File: config.mk
export PLATFORM = sky130hd
export DESIGN_NAME = rr_priority_arbiter
export DESIGN_NICKNAME = d
export VERILOG_FILES = /design/src/rtl/arb_pkg.sv /design/src/rtl/rr_pick.sv /design/src/rtl/rr_priority_arbiter.sv
export SDC_FILE = /design/constraint.sdc
export NUM_CORES = 1
export LEC_CHECK = 0
export CAP_MARGIN = 40
export CORE_MARGIN = 10
export CORE_UTILIZATION = 45
export CTS_CLUSTER_DIAMETER = 60
export DETAILED_ROUTE_END_ITERATION = 8
export DONT_BUFFER_PORTS = 1
export SYNTH_ARGS = -nofsm -noshare
export SYNTH_HDL_FRONTEND = slang
export SYNTH_SLANG_ARGS = --single-unit
export TNS_END_PERCENT = 1
File: constraint.sdc
create_clock -name clk -period 2 [get_ports clk]
set_clock_uncertainty 0.2 [all_clocks]
set_input_delay 0.6 -clock clk [delete_from_list [all_inputs] [get_ports clk]]
set_output_delay 0.6 -clock clk [all_outputs]
set_load 0.02 [all_outputs]
File: src/rtl/arb_pkg.sv
// rtl/arb_pkg.sv - shared types and helpers for the round-robin priority arbiter
package arb_pkg;

  // Widest request vector the one-hot helper can produce; callers size-cast down to N.
  localparam int ARB_MAX_N = 64;

  typedef enum logic {
    IDLE  = 1'b0,
    GRANT = 1'b1
  } arb_state_t;

  // Binary index to one-hot; the caller keeps only its low N bits.
  function automatic logic [ARB_MAX_N-1:0] idx_to_onehot(input int unsigned idx);
    return {{(ARB_MAX_N-1){1'b0}}, 1'b1} << idx;
  endfunction

endpackage

File: src/rtl/rr_pick.sv
// rtl/rr_pick.sv - combinational first-set-bit search starting at a rotating pointer
module rr_pick #(
  parameter int N    = 8,
  parameter int IDXW = $clog2(N)
) (
  input  logic [N-1:0]    req,
  input  logic [IDXW-1:0] ptr,
  output logic            found,
  output logic [IDXW-1:0] idx
);

  logic            hi_found;
  logic [IDXW-1:0] hi_idx;
  logic [IDXW-1:0] lo_idx;

  // Masked encoder covers bits at or above ptr; unmasked encoder supplies the wrap-around winner.
  always_comb begin
    found    = |req;
    hi_found = 1'b0;
    hi_idx   = '0;
    lo_idx   = '0;
    for (int i = N - 1; i >= 0; i--) begin
      if (req[i]) begin
        lo_idx = IDXW'(i);
        if (i >= int'(ptr)) begin
          hi_found = 1'b1;
          hi_idx   = IDXW'(i);
        end
      end
    end
    idx = hi_found ? hi_idx : lo_idx;
  end

endmodule

File: src/rtl/rr_priority_arbiter.sv
// rtl/rr_priority_arbiter.sv - registered N-way arbiter with fixed or round-robin priority and valid/ready grant
module rr_priority_arbiter #(
  parameter int N       = 8,
  parameter int RR_MODE = 1,
  localparam int IDXW   = $clog2(N)
) (
  input  logic            clk,
  input  logic            rst,
  input  logic [N-1:0]    req,
  output logic            gnt_valid,
  output logic [IDXW-1:0] gnt_idx,
  output logic [N-1:0]    gnt_onehot,
  input  logic            gnt_ready,
  output logic            any_req
);

  import arb_pkg::*;

  arb_state_t      state_q, state_d;
  logic [IDXW-1:0] ptr_q, ptr_d;
  logic            valid_d;
  logic [IDXW-1:0] idx_d;
  logic [N-1:0]    onehot_d;

  logic            pick_found;
  logic [IDXW-1:0] pick_idx;

  assign any_req = |req;

  // In fixed mode ptr never leaves 0, so the same picker yields plain LSB-first priority.
  rr_pick #(
    .N    (N),
    .IDXW (IDXW)
  ) u_pick (
    .req   (req),
    .ptr   (ptr_q),
    .found (pick_found),
    .idx   (pick_idx)
  );

  // State, pointer and grant registers; reset drops any outstanding grant at once.
  always_ff @(posedge clk or posedge rst) begin
    if (rst) begin
      state_q    <= IDLE;
      ptr_q      <= '0;
      gnt_valid  <= 1'b0;
      gnt_idx    <= '0;
      gnt_onehot <= '0;
    end else begin
      state_q    <= state_d;
      ptr_q      <= ptr_d;
      gnt_valid  <= valid_d;
      gnt_idx    <= idx_d;
      gnt_onehot <= onehot_d;
    end
  end

  // Next state: arbitrate only from IDLE, hold the grant until accepted, then clear for one bubble.
  always_comb begin
    state_d  = state_q;
    ptr_d    = ptr_q;
    valid_d  = gnt_valid;
    idx_d    = gnt_idx;
    onehot_d = gnt_onehot;
    case (state_q)
      IDLE: begin
        if (pick_found) begin
          state_d  = GRANT;
          valid_d  = 1'b1;
          idx_d    = pick_idx;
          onehot_d = N'(idx_to_onehot(32'(pick_idx)));
        end
      end
      GRANT: begin
        if (gnt_ready) begin
          state_d  = IDLE;
          valid_d  = 1'b0;
          idx_d    = '0;
          onehot_d = '0;
          if (RR_MODE != 0) begin
            // Wrap against N-1 so non-power-of-two N never lets ptr reach N.
            ptr_d = (gnt_idx == IDXW'(N - 1)) ? '0 : gnt_idx + 1'b1;
          end
        end
      end
      default: begin
        state_d = IDLE;
      end
    endcase
  end

endmodule

==> impl_metrics.env, run 1 <==
export IMPL_run_status="finished, final reports clean"
export IMPL_place_inst=133
export IMPL_timing_rr_end="gnt_onehot[5]$_DFFE_PP0P_"
export IMPL_final_net_count=126
export IMPL_wl_per_cell_um=17.4
export IMPL_synth_xor_area_frac=0
export IMPL_total_power_w=0.00125
export IMPL_clkLatencyLatePin_ps=280
export IMPL_firstDrtPassIters=4
export IMPL_syn_area_um2=953
export IMPL_cp_start_kind="input port"
export IMPL_die_height_um=66.0
export IMPL_crit_family="simple AND/OR/NAND/NOR gates"
export IMPL_r2r_slack_ps=100
export IMPL_crit_slowest_cell="nor4_4"
export IMPL_reg2reg_from="ptr_q[1]$_DFFE_PP0P_"
export IMPL_syn_to_final_growth_pct=17.8
export IMPL_ys_warn_count=0
export IMPL_crit_fanout=5
export IMPL_cts_path_max_buffers=2
export IMPL_synth_top_area_cell="dfrtp_1"
export IMPL_grt_use_total=0.115
export IMPL_min_period_ps=1980
export IMPL_rsz0062_at_grt="true"
export IMPL_hp_class="input port to asynchronous set/reset pin"
export IMPL_synth_top_area_frac=0.420
export IMPL_place_hpwl_mm=1.86
export IMPL_cp_cell_sequence="nor4_4, nand2_1, buf_6"
export IMPL_power_leakage_nw=0.489
export IMPL_ys_seq_elements=16
export IMPL_synth_mux_area_frac=0.0341
export IMPL_cts_buffers=3
export IMPL_synth_top_family_by_area="compound AO/OA/AOI/OAI gates"
export IMPL_ir_worst_vdd_mv=0.698
export IMPL_overflow=0
export IMPL_maxCapViolations=0
export IMPL_place_gp_congestion=0.798
export IMPL_synth_compound_area_frac=0.286
export IMPL_synth_seq_area_share=0.420
export IMPL_synthSimpleGateAreaFrac=0.202
export IMPL_path_clk_slew_ps=90
export IMPL_instances_no_fill=138
export IMPL_die_area_mm2=0.00436
export IMPL_worst_pin_slew_ps=589
export IMPL_finalSetupViolations=0
export IMPL_antenna_found_initial=0
export IMPL_htreeDepth=1
export IMPL_diodes=0
export IMPL_synth_edf_count=0
export IMPL_path_class="input port to output port"
export IMPL_cts_root_buf="clkbuf_4"
export IMPL_fin_crit_sh=0.992
export IMPL_grt_max_degree=17
export IMPL_slowest_delay_ps=290
export IMPL_grt_pass1_vias=876
export IMPL_drcViolationCount=0
export IMPL_core_area_mm2=0.00198
export IMPL_dieWidth_um=66.0
export IMPL_drtIter0Drc=53
export IMPL_layout_commonest_cell="nand2_1"
export IMPL_fmax_ghz=0.504
export IMPL_tritoncts="yes"
export IMPL_timing_final_hold_violations=0
export IMPL_num_vias=791
export IMPL_ys_types=40
export IMPL_finalSetupTns_ps=0
export IMPL_crit_buf_inv=1
export IMPL_final_cell_mix="nand2_1 (14), dfrtp_1 (13), buf_4 (11)"
export IMPL_endpoint_kind="output port"
export IMPL_avgViaCountPerCell=5.73
export IMPL_start_util=0.481
export IMPL_num_io_pins=24
export IMPL_synth_main_ff_cell="dfrtp_1"
export IMPL_ys_top_cells_by_area="dfrtp_1 (42%), nand2_1 (5.5%), o31ai_1 (4.7%)"
export IMPL_ant_nets=0
export IMPL_syn_inst=98
export IMPL_fp_row_count=16
export IMPL_portBuffers=0
export IMPL_fillers=173
export IMPL_avgSynthCellArea_um2=9.73
export IMPL_report_final_slew_viol_count=0
export IMPL_grt_pass1_wl_mm=3.99
export IMPL_slew_headroom=0.607
export IMPL_worstRegToRegCells=5
export IMPL_drive_gt1_frac=0.279
export IMPL_synth_nets=111
export IMPL_synthAdderAreaFrac=0.0262
export IMPL_routed_wl_mm=2.40
export IMPL_cts_sinks=16
export IMPL_p_per_area_mw_per_mm2=1120
export IMPL_place_ws_ps=-141
export IMPL_async_flop_share=1.00
export IMPL_crit_required_ps=1200
export IMPL_fin_ws_ps=15.3
export IMPL_cp_data_arrival_time_ps=1180
## metrics by stage
step | hold WS, ps | cell area, um2 | util
2_1_floorplan | 314 | 966 | -
3_3_place_gp | 357 | 1060 | 0.533
3_5_place_dp | 373 | 1060 | 0.533
4_1_cts | 79.6 | 1100 | 0.557
5_1_grt | 102 | 1120 | 0.567
6_report | 58.3 | 1120 | 0.567
## flip-flops by register name (all words and copies together), names as in the netlist
signal      flops
gnt_valid       1
gnt_onehot      8
state_q         1
ptr_q           3
gnt_idx         3
## metal layers
metal	global-route usage	up-vias	wire length [um]
li1	-	396	-
met1	0.123	370	979
met2	0.185	21	1130
met3	0.0610	4	265
met4	0.0471	0	29
met5	0	-	0
## synth_stat cells (2+ instances only)
master     count
dfrtp_1       16
a21oi_1        4
nand3_1        2
o31ai_1        6
nor4_1         2
a32o_2         2
mux2_2         2
and2_1         2
ha_1           2
o21ai_0        3
nand2b_1       2
nor2_1         7
inv_1          3
nand2_1       14
and2b_1        2
o2bb2ai_1      2
a32o_1         2
nor2b_1        3
## worst max-delay path by stage
stage,cells past startpoint,to,slack (ps),startpoint
floorplan,5,gnt_onehot[5]$_DFFE_PP0P_,3,req[7]
global placement,5,gnt_onehot[5]$_DFFE_PP0P_,-160,req[7]
detailed placement,5,gnt_onehot[5]$_DFFE_PP0P_,-140,req[7]
CTS,3,any_req,0.4,req[7]
global route,5,gnt_onehot[5]$_DFFE_PP0P_,-20,ptr_q[0]$_DFFE_PP0P_
finish,3,any_req,20,req[4]
## cells by family (layout without fill, tap and decap cells)
| family | count (synthesis) | count (layout) |
|---|---|---|
| AOI/OAI and AO/OA | 34 | 34 |
| adders and majority gates | 2 | 2 |
| buffers and inverters | 5 | 18 |
| DFF | 16 | 16 |
| muxes | 3 | 3 |
| and+or+nand+nor | 38 | 38 |
## cell type report
class,instances,area [um2],area share
Clock buffer,3,22.5,0.0200
Tap cell,27,33.8,0.0301
Inverter,3,11.3,0.0100
Multi-Input combinational cell,77,558,0.497
Timing Repair Buffer,12,93.8,0.0835
Sequential cell,16,404,0.360
## report_power, final
part           internal [W]  switching, W
clock network     0.0000699     0.0000946
logic              0.000229      0.000239
registers          0.000423      0.000199
## repair_timing
action / CTS / global route
endpoints found under the setup margin: 1 / 11
pin swaps: 1 / 3
resized for setup: 2 / 5
setup buffers: 1 / 1
hold buffers: 0 / 0
Power figures use the tool's default switching activity.
==> run 2, diff against run 1 <==
Settings changed: CORE_MARGIN 10 to 2.
==> impl_metrics.env, run 2 (synthesis gave the netlist of run 1 again) <==
export IMPL_run_status="finished, final reports clean"
export IMPL_clkLatencyLatePin_ps=280
export IMPL_die_height_um=50.0
export IMPL_fin_ws_ps=94.6
export IMPL_timing_final_hold_violations=0
export IMPL_hp_class="input port to asynchronous set/reset pin"
export IMPL_final_net_count=123
export IMPL_firstDrtPassIters=3
export IMPL_reg2reg_from="ptr_q[1]$_DFFE_PP0P_"
export IMPL_drcViolationCount=0
export IMPL_diodes=0
export IMPL_grt_pass1_vias=804
export IMPL_routed_wl_mm=2.17
export IMPL_timing_rr_end="gnt_onehot[4]$_DFFE_PP0P_"
export IMPL_syn_to_final_growth_pct=15.1
export IMPL_core_area_mm2=0.00198
export IMPL_grt_pass1_wl_mm=3.72
export IMPL_seqPwrFrac=0.489
export IMPL_finalSetupViolations=0
export IMPL_cp_start_kind="register"
export IMPL_ir_worst_vdd_mv=0.687
export IMPL_dieWidth_um=50.0
export IMPL_cts_sinks=16
export IMPL_switching_power_w=0.000516
export IMPL_crit_end="gnt_onehot[4]$_DFFE_PP0P_"
export IMPL_switching_share=0.415
export IMPL_power_frac_clock=0.126
export IMPL_slew_headroom=0.604
export IMPL_power_leakage_nw=0.479
export IMPL_cts_path_max_buffers=2
export IMPL_ant_nets=0
export IMPL_num_vias=780
export IMPL_worstRegToRegCells=6
export IMPL_largestRegisters="gnt_onehot x8, gnt_idx x3, ptr_q x3"
export IMPL_place_ws_ps=-110
export IMPL_start_util=0.481
export IMPL_grt_max_degree=17
export IMPL_portBuffers=0
export IMPL_fin_util=0.554
export IMPL_cp_data_arrival_time_ps=1920
export IMPL_crit_fanout=5
export IMPL_die_area_mm2=0.00250
export IMPL_grt_use_total=0.199
export IMPL_endpoint_kind="register"
export IMPL_overflow=0
export IMPL_fillers=183
export IMPL_power_frac_comb=0.385
export IMPL_cts_buffers=3
export IMPL_crit_required_ps=2010
export IMPL_report_final_slew_viol_count=0
export IMPL_layout_commonest_cell="dfrtp_1"
export IMPL_place_hpwl_mm=1.65
export IMPL_r2r_slack_ps=90
export IMPL_rsz0062_at_grt="true"
export IMPL_avgViaCountPerCell=5.78
export IMPL_worst_pin_slew_ps=594
export IMPL_post_cts_buffers=0
export IMPL_path_class="register to register"
export IMPL_drtIter0Drc=11
export IMPL_largest_register="gnt_onehot"
export IMPL_cts_root_buf="clkbuf_4"
export IMPL_setup_worst_path_start="ptr_q[1]$_DFFE_PP0P_"
export IMPL_tritoncts="yes"
export IMPL_place_gp_congestion=0.798
export IMPL_path_clk_slew_ps=80
export IMPL_num_io_pins=24
export IMPL_wl_per_cell_um=16.1
export IMPL_p_per_area_mw_per_mm2=1130
export IMPL_fin_crit_sh=0.953
export IMPL_fp_row_count=16
export IMPL_drive_gt1_frac=0.250
export IMPL_fmax_ghz=0.525
export IMPL_htreeDepth=1
export IMPL_min_period_ps=1910
export IMPL_largest_reg_flops=8
export IMPL_antenna_found_initial=0
export IMPL_maxCapViolations=0
export IMPL_final_cell_mix="dfrtp_1 (15), nand2_1 (13), buf_4 (9)"
export IMPL_internal_power_w=0.000727
run 2: cell types whose count changed in the layout (fill, tap and decap cells not counted):
cell | before | now
dfrtp_1 | 13 | 15
buf_6 | 1 | 0
buf_4 | 11 | 9
nand2_2 | 0 | 1
nand2_1 | 14 | 13
dfrtp_2 | 3 | 1
run 2: metrics by stage:
step           power [W]  TNS (ps)  hold slack, ps  cells  cell area (um2)
6_report         0.00124         0            64.7    135             1100
2_1_floorplan   0.000941         0             314     98              966
3_3_place_gp     0.00108      -633             361    132             1050
4_1_cts          0.00126         0            77.8    135             1070
3_5_place_dp     0.00109      -685             375    132             1050
5_1_grt          0.00135     -20.9             110    135             1100
run 2: worst max-delay path: stages, from the launching register on:
cell	delay, ps
dfrtp_1	430
buf_4	160
mux2i_1	110
o32a_2	180
o2bb2ai_1	260
a2bb2oi_2	290
a32o_1	210
run 2: how the worst min path moves through the flow:
stage / end / slack, ps / cells past startpoint
floorplan: gnt_idx[0]$_DFFE_PP0P_ / 310 / 1
global placement: state_q$_DFF_PP0_ / 360 / 1
detailed placement: state_q$_DFF_PP0_ / 370 / 1
CTS: gnt_idx[1]$_DFFE_PP0P_ / 80 / 1
global route: gnt_onehot[7]$_DFFE_PP0P_ / 110 / 1
finish: gnt_idx[1]$_DFFE_PP0P_ / 60 / 1
run 2: timing repair:
| item | in CTS | in global routing |
|---|---|---|
| setup endpoints to repair | 1 | 10 |
| pin swaps | 0 | 1 |
| gates cloned | 0 | 0 |
| hold buffers | 0 | 0 |
| resized for setup | 1 | 4 |
run 2: per-layer routing:
metal	GRT usage	vias up	wire, um	part of all wire
li1	-	391	-	-
met1	0.269	364	983	0.45
met2	0.298	20	1010	0.46
met3	0.0515	5	146	0.067
met4	0.0833	0	39	0.018
met5	0	-	0	0
run 2: area by class of cell:
type | instances | area (um2) | share of cell area
Tap cell | 27 | 33.8 | 0.0308
Timing Repair Buffer | 9 | 67.6 | 0.0616
Multi-Input combinational cell | 77 | 561 | 0.511
Clock buffer | 3 | 22.5 | 0.0205
Inverter | 3 | 11.3 | 0.0103
Sequential cell | 16 | 402 | 0.366
run 2: power by group through the flow:
stage / Clock (W) / Sequential, W / Combinational (W)
3_5_place_dp: 0 / 0.000615 / 0.000476
6_report: 0.000156 / 0.000607 / 0.000479
4_1_cts: 0.000169 / 0.000609 / 0.000481
2_1_floorplan: 0 / 0.000574 / 0.000367
3_3_place_gp: 0 / 0.000615 / 0.000468
5_1_grt: 0.000185 / 0.000624 / 0.000538
